<file path="src/rtl/renode_pkg.sv">
// Shared types for the Renode bus-peripheral side: transfer size encoding,
// bridge FSM states and the write-strobe decode result.
package renode_pkg;

  localparam int StrbWidth = 4;

  typedef enum logic [1:0] {
    Byte       = 2'd0,
    Word       = 2'd1,
    DoubleWord = 2'd2
  } valid_bits_e;

  typedef enum logic [2:0] {
    IDLE = 3'd0,
    REQ  = 3'd1,
    WAIT = 3'd2,
    DONE = 3'd3,
    ERR  = 3'd4
  } bridge_state_e;

  typedef struct packed {
    logic        legal;
    valid_bits_e size;
    logic [1:0]  offset;
  } strb_decode_t;

endpackage

</file>
<file path="src/rtl/renode_apb4_strobe_decoder.sv">
// Maps an APB4 write strobe to a Renode access size and byte offset;
// only naturally aligned byte, half-word and full-word patterns are legal.
module renode_apb4_strobe_decoder
  import renode_pkg::*;
(
  input  logic [StrbWidth-1:0] pstrb,
  output strb_decode_t         decode
);

  logic [StrbWidth-1:0] onehot_hit;
  logic [1:0]           onehot_idx;

  genvar gi;
  generate
    for (gi = 0; gi < StrbWidth; gi++) begin : g_hit
      assign onehot_hit[gi] = (pstrb == StrbWidth'(1 << gi));
    end
  endgenerate

  always_comb begin
    onehot_idx = 2'd0;
    for (int i = 0; i < StrbWidth; i++) begin
      if (onehot_hit[i]) onehot_idx = 2'(i);
    end
  end

  always_comb begin
    decode = '{legal: 1'b0, size: DoubleWord, offset: 2'd0};
    if (pstrb == 4'b1111)      decode = '{legal: 1'b1, size: DoubleWord, offset: 2'd0};
    else if (pstrb == 4'b0011) decode = '{legal: 1'b1, size: Word,       offset: 2'd0};
    else if (pstrb == 4'b1100) decode = '{legal: 1'b1, size: Word,       offset: 2'd2};
    else if (|onehot_hit)      decode = '{legal: 1'b1, size: Byte,       offset: onehot_idx};
  end

endmodule

</file>
<file path="src/rtl/renode_apb4_peripheral_bridge.sv">
// APB4 completer that turns each transfer into one request/response exchange
// with the Renode side. Optional watchdog: RENODE_APB_BRIDGE_TIMEOUT_EN.
module renode_apb4_peripheral_bridge
  import renode_pkg::*;
#(
  parameter int AddressWidth  = 32,
  parameter int DataWidth     = 32,
  parameter int TimeoutCycles = 1024
) (
  input  logic                    clk,
  input  logic                    rst_n,
  input  logic                    psel,
  input  logic                    penable,
  input  logic                    pwrite,
  input  logic [AddressWidth-1:0] paddr,
  input  logic [DataWidth-1:0]    pwdata,
  input  logic [DataWidth/8-1:0]  pstrb,
  output logic                    pready,
  output logic [DataWidth-1:0]    prdata,
  output logic                    pslverr,
  output logic                    req_valid,
  input  logic                    req_ready,
  output logic                    req_write,
  output logic [AddressWidth-1:0] req_addr,
  output logic [DataWidth-1:0]    req_data,
  output logic [1:0]              req_size,
  input  logic                    rsp_valid,
  output logic                    rsp_ready,
  input  logic [DataWidth-1:0]    rsp_data,
  input  logic                    rsp_error
);

  generate
    if (DataWidth != 32) begin : g_bad_data_width
      $error("renode_apb4_peripheral_bridge: DataWidth must be 32");
    end
    if (TimeoutCycles < 2) begin : g_bad_timeout
      $error("renode_apb4_peripheral_bridge: TimeoutCycles must be >= 2");
    end
  endgenerate

  bridge_state_e state_reg;
  logic [1:0]    offset_reg;
  strb_decode_t  dec;
  logic          req_launch;

  renode_apb4_strobe_decoder u_strobe_decoder (
    .pstrb  (pstrb),
    .decode (dec)
  );

`ifdef RENODE_APB_BRIDGE_TIMEOUT_EN
  localparam int CntWidth = $clog2(TimeoutCycles + 1);
  logic [CntWidth-1:0] tmo_cnt_reg;
  logic                drop_pending_reg;
  logic                tmo_hit;
  logic                drop_hold;

  assign tmo_hit   = (tmo_cnt_reg >= CntWidth'(TimeoutCycles - 1));
  // The orphaned response must be drained before a new request may go out.
  assign drop_hold = drop_pending_reg && !(rsp_valid && rsp_ready);
  assign req_launch = !drop_hold;
`else
  assign req_launch = 1'b1;
`endif

  always_ff @(posedge clk or negedge rst_n) begin
    if (!rst_n) begin
      state_reg  <= IDLE;
      pready     <= 1'b0;
      prdata     <= '0;
      pslverr    <= 1'b0;
      req_valid  <= 1'b0;
      req_write  <= 1'b0;
      req_addr   <= '0;
      req_data   <= '0;
      req_size   <= DoubleWord;
      rsp_ready  <= 1'b0;
      offset_reg <= 2'd0;
`ifdef RENODE_APB_BRIDGE_TIMEOUT_EN
      tmo_cnt_reg      <= '0;
      drop_pending_reg <= 1'b0;
`endif
    end else begin
`ifdef RENODE_APB_BRIDGE_TIMEOUT_EN
      if (state_reg == REQ || state_reg == WAIT) tmo_cnt_reg <= tmo_cnt_reg + 1'b1;
      if (drop_pending_reg && rsp_valid && rsp_ready) begin
        drop_pending_reg <= 1'b0;
        rsp_ready        <= 1'b0;
      end
`endif
      case (state_reg)
        IDLE: begin
          if (psel && penable) begin
            if (pwrite && !dec.legal) begin
              state_reg <= ERR;
              pready    <= 1'b1;
              pslverr   <= 1'b1;
              prdata    <= '0;
            end else begin
              state_reg <= REQ;
              req_valid <= req_launch;
              req_write <= pwrite;
`ifdef RENODE_APB_BRIDGE_TIMEOUT_EN
              tmo_cnt_reg <= '0;
`endif
              if (pwrite) begin
                req_addr   <= {paddr[AddressWidth-1:2], dec.offset};
                req_data   <= pwdata >> {dec.offset, 3'b000};
                req_size   <= dec.size;
                offset_reg <= dec.offset;
              end else begin
                req_addr   <= paddr;
                req_data   <= '0;
                req_size   <= DoubleWord;
                offset_reg <= 2'd0;
              end
            end
          end
        end
        REQ: begin
          if (req_valid && req_ready) begin
            req_valid <= 1'b0;
            rsp_ready <= 1'b1;
            state_reg <= WAIT;
          end
`ifdef RENODE_APB_BRIDGE_TIMEOUT_EN
          // Never accepted, so no response will follow: no drop needed.
          else if (tmo_hit) begin
            req_valid <= 1'b0;
            pready    <= 1'b1;
            pslverr   <= 1'b1;
            prdata    <= '0;
            state_reg <= DONE;
          end
`endif
          else begin
            req_valid <= req_launch;
          end
        end
        WAIT: begin
          if (rsp_valid) begin
            rsp_ready <= 1'b0;
            pready    <= 1'b1;
            pslverr   <= rsp_error;
            prdata    <= (req_write || rsp_error) ? '0 : rsp_data << {offset_reg, 3'b000};
            state_reg <= DONE;
          end
`ifdef RENODE_APB_BRIDGE_TIMEOUT_EN
          else if (tmo_hit) begin
            drop_pending_reg <= 1'b1;
            pready           <= 1'b1;
            pslverr          <= 1'b1;
            prdata           <= '0;
            state_reg        <= DONE;
          end
`endif
        end
        DONE, ERR: begin
          pready    <= 1'b0;
          pslverr   <= 1'b0;
          prdata    <= '0;
          state_reg <= IDLE;
        end
        default: state_reg <= IDLE;
      endcase
    end
  end

endmodule

</file>
<file path="config.mk">
export PLATFORM = sky130hd
export DESIGN_NAME = renode_apb4_peripheral_bridge
export DESIGN_NICKNAME = d
export VERILOG_FILES = /design/src/rtl/renode_pkg.sv /design/src/rtl/renode_apb4_strobe_decoder.sv /design/src/rtl/renode_apb4_peripheral_bridge.sv
export SDC_FILE = /design/constraint.sdc
export NUM_CORES = 1
export LEC_CHECK = 0
export ABC_AREA = 1
export CAP_MARGIN = 10
export CORE_ASPECT_RATIO = 0.5
export CORE_UTILIZATION = 45
export DETAILED_ROUTE_END_ITERATION = 10
export GPL_ROUTABILITY_DRIVEN = 0
export PLACE_DENSITY = 0.92
export SYNTH_ARGS = -nofsm -noshare
export SYNTH_HDL_FRONTEND = slang
export SYNTH_SLANG_ARGS = --single-unit
export TNS_END_PERCENT = 1
</file>
<file path="constraint.sdc">
create_clock -name clk -period 1.95 [get_ports clk]
set_clock_uncertainty 0.1 [all_clocks]
set_input_delay 0.39 -clock clk [delete_from_list [all_inputs] [get_ports clk]]
set_output_delay 0.39 -clock clk [all_outputs]
set_load 0.02 [all_outputs]
</file>
==> reports/metrics.yaml, run 1 <==
drt:
  drc: 0
  wl_per_cell_um: 15.3
  via_count: 6112
  dr.pass1.iters: 6
  drt.antenna.violating_nets: 0
  wirelength_mm: 17.7
  vias_per_cell: 5.29
  drt_iter0_markers: 688
clock_network:
  clkTransAtPathRegs_ns: 0.07
  cts-root-buf: "clkbuf_16"
  insertion_delay_ns: 0.34
  cts_max_level: 3
  cts_sinks: 108
  tritoncts: "done"
  cts_buffers: 9
  clock_path_buffers: 2
  cts_setup_buffers: 0
flow_run:
  drv_cap: 0
placed_design:
  place_ws_ns: -0.205
  hpwl_mm: 13.0
  dp_cells: 1139
  io_buffers: 210
final_layout:
  diodes: 0
  final_cells: 1155
  top_regs: "prdata x32, req_addr x32, req_data x32"
  syn2layout_area_growth_pct: 46.7
  drive_gt1_share_pct: 11.2
  nNetsFinal: 1094
sta:
  maxSlewHeadroom_pct: 61.6
  hold-worst-slack_ns: 0.378
  setup_slack_ns: 0.0625
  setup_viol: 0
  fin_crit_sh_pct: 96.8
  slew_violations: 0
  tightest_slew_ns: 0.576
  timing.final.hold_violations: 0
  timing.final.crit_period_ns: 1.89
  fin_tns_setup_ns: 0
  max_freq_mhz: 530
  rsz0062_at_grt: "false"
synth:
  ys_types: 32
  syn_nets: 885
  synth_area_leader_cell: "dfrtp_1"
  ys_seq_elements: 108
  postSynthCellCount: 777
  synth_area_um2: 5820
  yosys.area.top_type_share_pct: 46.0
  yosys_warnings: 0
  seq_area_frac_synth_pct: 46.4
  avgSynthCellArea_um2: 7.49
  synth_area_leaders: "dfrtp_1, nand2_1, nand4_1"
critical_path:
  max_stage_delay_ns: 0.66
  cpLargestDelayFamily: "buffers and inverters"
  cp_num_buf_inv: 1
  crit_arrival_ns: 1.40
  crit_path_top_delay_cell: "clkdlybuf4s50_1"
  crit_fanout: 3
  critical_path.startpoint_type: "register"
  cp.required_ns: 1.46
  crit_chain: "clkdlybuf4s50_1"
  criticalPathCategory: "reg2out"
  worst_setup_path_end_kind: "output port"
pwr:
  power.density_nw_per_um2: 1400
  power.total_w: 0.0119
  vdd_drop_max_v: 0.000696
  leakagePower_nw: 4.12
outcome:
  status: "completed"
floorplanning:
  ios: 211
  core.rowCount: 28
  start_util_pct: 47.8
  die_h_um: 82.4
  die_w_um: 163
  core_um2: 12200
  die_area_um2: 13400
global_routing:
  grt_start_max_net_pins: 42
  grt_usage_pct: 26.3
  antenna_found_initial: 0
  grt-ovfl-total: 0
  grt_pass1_vias: 5911
  grt_pass1_wl_mm: 27.7
min_path:
  min_path_type: "reg2reg"
==> synthesized netlist by cell type <==
master / count
a21o_1: 1
a21oi_1: 15
a22oi_1: 1
and2_0: 6
buf_12: 2
buf_2: 27
buf_4: 6
buf_6: 1
clkbuf_1: 10
clkbuf_2: 1
dfrtp_1: 107
dfstp_2: 1
inv_1: 49
inv_2: 7
nand2_1: 356
nand2_2: 20
nand2_4: 3
nand3_1: 41
nand3_4: 1
nand4_1: 33
nor2_1: 9
nor2_2: 4
nor2_4: 3
nor3_1: 1
nor3_4: 1
nor3b_1: 1
o211ai_1: 12
o21a_1: 2
o21ai_0: 30
o21ai_1: 5
o21ai_2: 20
or2_2: 1
==> path summary, 6_finish.rpt <==
| path | from | endpoint | slack, ns | cells past startpoint |
|---|---|---|---|---|
| min reg2reg | req_data[18]$_DFFE_PN0P_ | req_data[18]$_DFFE_PN0P_ | 0.38 | 2 |
| max in group asynchronous | rst_n | req_addr[9]$_DFFE_PN0P_ | 0.66 | 3 |
| min in group asynchronous | rst_n | req_data[6]$_DFFE_PN0P_ | 0.51 | 2 |
| max | req_write$_DFFE_PN0P_ | req_write | 0.06 | 1 |
| min | req_data[18]$_DFFE_PN0P_ | req_data[18]$_DFFE_PN0P_ | 0.38 | 2 |
| max reg2reg | state_reg[2]$_DFFE_PN0P_ | prdata[30]$_DFFE_PN0P_ | 0.17 | 10 |
==> repair_timing <==
action                                  in CTS  in global routing
resized for setup                            1                  0
endpoints found under the setup margin       1                  0
endpoints found under the hold margin       36                  0
hold buffers                                 1                  0
==> metal layers <==
layer	vias to the layer above	share of wire, %	track usage [%]
li1	2884	-	-
met1	2831	39	31.7
met2	339	50	47.2
met3	58	7.7	4.35
met4	0	3.2	12.1
met5	-	0	0
==> cell usage in the layout (no fill, tap or decap), drive strengths merged, types with 2 or more instances in the layout <==
| cell type | netlist | layout |
|---|---|---|
| inv | 56 | 57 |
| a21oi | 15 | 15 |
| o21a | 2 | 2 |
| clkdlybuf4s50 | 0 | 208 |
| nand2 | 379 | 379 |
| o211ai | 12 | 12 |
| nor2 | 16 | 16 |
| nor3 | 2 | 2 |
| dfrtp | 107 | 107 |
| clkinv | 0 | 2 |
| o21ai | 55 | 55 |
| nand3 | 42 | 42 |
| and2 | 6 | 6 |
| buf | 36 | 35 |
| nand4 | 33 | 33 |
| clkbuf | 11 | 11 |
==> power breakdown <==
group          internal, W  total [W]  switching (W)
logic              0.00279    0.00639        0.00360
registers          0.00317    0.00378       0.000603
clock network     0.000940    0.00178       0.000840
total              0.00690     0.0119        0.00504
==> kinds of logic (layout without fill, tap and decap cells) <==
kind of cell	Yosys count	count (layout)	share of synthesized area [%]
simple gates	480	480	35.9
buf+inv	103	316	8.32
compound gates	86	86	9.37
flops	108	108	46.4
==> metrics by stage <==
step                cell area, µm²  utilization (%)
floorplan                     5820                -
global placement              8250             67.7
detailed placement            8250             67.7
CTS                           8540             70.1
global route                  8540             70.1
finish                        8540             70.1
==> cell type report <==
| cell class | instances | area, µm² |
|---|---|---|
| sequential | 108 | 2700 |
| tap | 165 | 206 |
| multi-input combinational | 566 | 2640 |
| clock inverter | 4 | 33.8 |
| fill | 928 | 3650 |
| clock buffer | 11 | 253 |
| timing repair buffer | 245 | 2500 |
| inverter | 56 | 210 |
Note: power is estimated with default switching activity, not from simulation.
==> run 2, diff against run 1 <==
--- a/config.mk
+++ b/config.mk
@@ -5,10 +5,9 @@
 export SDC_FILE = /design/constraint.sdc
 export NUM_CORES = 1
 export LEC_CHECK = 0
-export ABC_AREA = 1
 export CAP_MARGIN = 10
 export CORE_ASPECT_RATIO = 0.5
-export CORE_UTILIZATION = 45
+export CORE_UTILIZATION = 43
 export DETAILED_ROUTE_END_ITERATION = 10
 export GPL_ROUTABILITY_DRIVEN = 0
 export PLACE_DENSITY = 0.92
==> reports/metrics.yaml, run 2 <==
sta:
  max_freq_mhz: 522
  hold-worst-slack_ns: 0.390
  setup_slack_ns: 0.0333
  fin_crit_sh_pct: 98.3
  timing.final.crit_period_ns: 1.92
  setup_viol: 0
  timing.final.hold_violations: 0
  rsz0062_at_grt: "true"
  slew_violations: 0
  maxSlewHeadroom_pct: 56.4
  tightest_slew_ns: 0.653
synth:
  seq_area_frac_synth_pct: 54.0
  syn_nets: 542
  ys_seq_elements: 108
  yosys_warnings: 0
  synth_area_leaders: "dfrtp_1, mux2_2, mux2i_1"
  netlist_top_cells_count: "dfrtp_1, nand2_1, a22o_1, mux2_2, mux2i_1"
  synth_area_leader_cell: "dfrtp_1"
  async_flop_share_pct: 100
  yosys.area.top_type_share_pct: 53.5
  postSynthCellCount: 434
  avgSynthCellArea_um2: 11.5
  ys_types: 38
  synth_area_um2: 5010
  synth.most_common_cell: "dfrtp_1"
  synth_edf_count: 0
  synthFlopType: "dfrtp_1"
pwr:
  pwr-share-comb_pct: 48.0
  pwr-share-clk_pct: 17.6
  intPower_w: 0.00681
  switchingPower_w: 0.00379
  leakagePower_nw: 3.47
  seqPwrFrac_pct: 34.4
  switching_share_pct: 35.8
  power.density_nw_per_um2: 1330
  vdd_drop_max_v: 0.000769
clock_network:
  cts-root-buf: "clkbuf_16"
  tritoncts: "done"
  cts_max_level: 3
  clkTransAtPathRegs_ns: 0.07
  insertion_delay_ns: 0.34
  clock_path_buffers: 2
  cts_sinks: 108
  cts_buffers: 9
drt:
  vias_per_cell: 5.65
  drc: 0
  drt_iter0_markers: 290
  drt.antenna.violating_nets: 0
  wl_per_cell_um: 18.8
  dr.pass1.iters: 5
  via_count: 4659
  wirelength_mm: 15.5
global_routing:
  grt_usage_pct: 26.0
  grt_pass1_wl_mm: 24.6
  grt_start_max_net_pins: 46
  grt_pass1_vias: 4791
  antenna_found_initial: 0
  grt-ovfl-total: 0
critical_path:
  crit_fanout: 17
  critical_path.startpoint_type: "input pin"
  cp.required_ns: 2.07
  crit_arrival_ns: 2.04
  worst_setup_path_end_kind: "register"
  r2r.worst_path.cells: 6
  criticalPathCategory: "in2reg"
final_layout:
  fillers: 749
  final_common_cell: "clkdlybuf4s50_1"
  syn2layout_area_growth_pct: 59.0
  top_regs: "prdata x32, req_addr x32, req_data x32"
  layout_common_cells: "clkdlybuf4s50_1, dfrtp_1, nand2_1"
  nNetsFinal: 782
  diodes: 0
  drive_gt1_share_pct: 17.2
outcome:
  status: "completed"
flow_run:
  drv_cap: 0
min_path:
  hold_depth: 1
  min_path_type: "reg2reg"
floorplanning:
  die_w_um: 155
  core_um2: 11100
  die_area_um2: 12100
  die_h_um: 78.3
  ios: 211
  start_util_pct: 44.9
  core.rowCount: 27
placed_design:
  hpwl_mm: 11.3
  place_ws_ns: -0.544
  io_buffers: 210
-- run 2: per-layer routing --
metal,routed length (µm),global-route usage [%],part of all wire (%),vias up
li1,-,-,-,2092
met1,6310,31.7,41,2259
met2,7660,44.9,49,248
met3,972,5.85,6.3,60
met4,591,11.5,3.8,0
met5,0,0,0,-
-- run 2: area by class of cell --
class	instances	area [µm²]	area share, %
inverters	2	7.51	0.0943
clock inverters	6	68.8	0.865
repair buffers	263	2600	32.6
clock buffers	10	239	3.00
well taps	145	181	2.28
flip-flops and latches	108	2700	34.0
multi-input cells	290	2160	27.1
-- run 2: worst max-delay path, cell delays in order --
cell	delay, ns
clkdlybuf4s50_1	0.51
and3b_1	0.21
and2_4	0.18
nand2_2	0.10
buf_12	0.17
buf_4	0.20
a22o_1	0.27
-- run 2: per-stage QoR --
| stage | instances | power [W] | util (%) | setup TNS (ns) | area (µm²) |
|---|---|---|---|---|---|
| 5_1_grt | 824 | 0.0111 | 71.4 | -0.00502 | 7960 |
| 3_5_place_dp | 806 | 0.00873 | 68.2 | -48.97 | 7600 |
| 4_1_cts | 824 | 0.0107 | 71.3 | 0 | 7950 |
| 2_1_floorplan | 434 | 0.00610 | - | -0.125 | 5010 |
| 6_report | 824 | 0.0106 | 71.4 | 0 | 7960 |
| 3_3_place_gp | 806 | 0.00857 | 68.2 | -40.90 | 7600 |
-- run 2: cell families (layout without fill, tap and decap cells) --
family                 count (synthesis)  in the layout  share of synthesized area [%]
AO/OA/AOI/OAI                        116            116                           18.1
flip-flops                           108            108                           54.0
AND/OR/NAND/NOR                      107            107                           9.87
multiplexers                          66             66                           14.0
buffers and inverters                 36            281                           3.82
XOR/XNOR                               1              1                          0.175
-- run 2: timing repair --
item,4_1_cts,5_1_grt
setup endpoints to repair,100,21
hold buffers,1,0
cloned,1,0
setup buffers,0,0
pin swaps,1,0
gates resized for setup,15,4
endpoints found under the hold margin,31,0
-- run 2: power groups by stage --
stage / sequential (W) / combinational [W] / clock (W)
after floorplan: 0.00467 / 0.00143 / 0
after global placement: 0.00362 / 0.00495 / 0
after detailed placement: 0.00366 / 0.00506 / 0
after CTS: 0.00365 / 0.00510 / 0.00191
after global routing: 0.00375 / 0.00535 / 0.00200
final: 0.00365 / 0.00509 / 0.00187
-- run 2: path summary, 6_finish.rpt --
path	to	from	slack, ns
max	req_data[13]$_DFFE_PN0P_	psel	0.03
min	prdata[8]$_DFFE_PN0P_	prdata[8]$_DFFE_PN0P_	0.39
max reg2reg	req_data[13]$_DFFE_PN0P_	state_reg[1]$_DFFE_PN0P_	0.18
min reg2reg	prdata[8]$_DFFE_PN0P_	prdata[8]$_DFFE_PN0P_	0.39
max in group asynchronous	req_size[1]$_DFFE_PN1P_	rst_n	0.70
min in group asynchronous	prdata[21]$_DFFE_PN0P_	rst_n	0.43
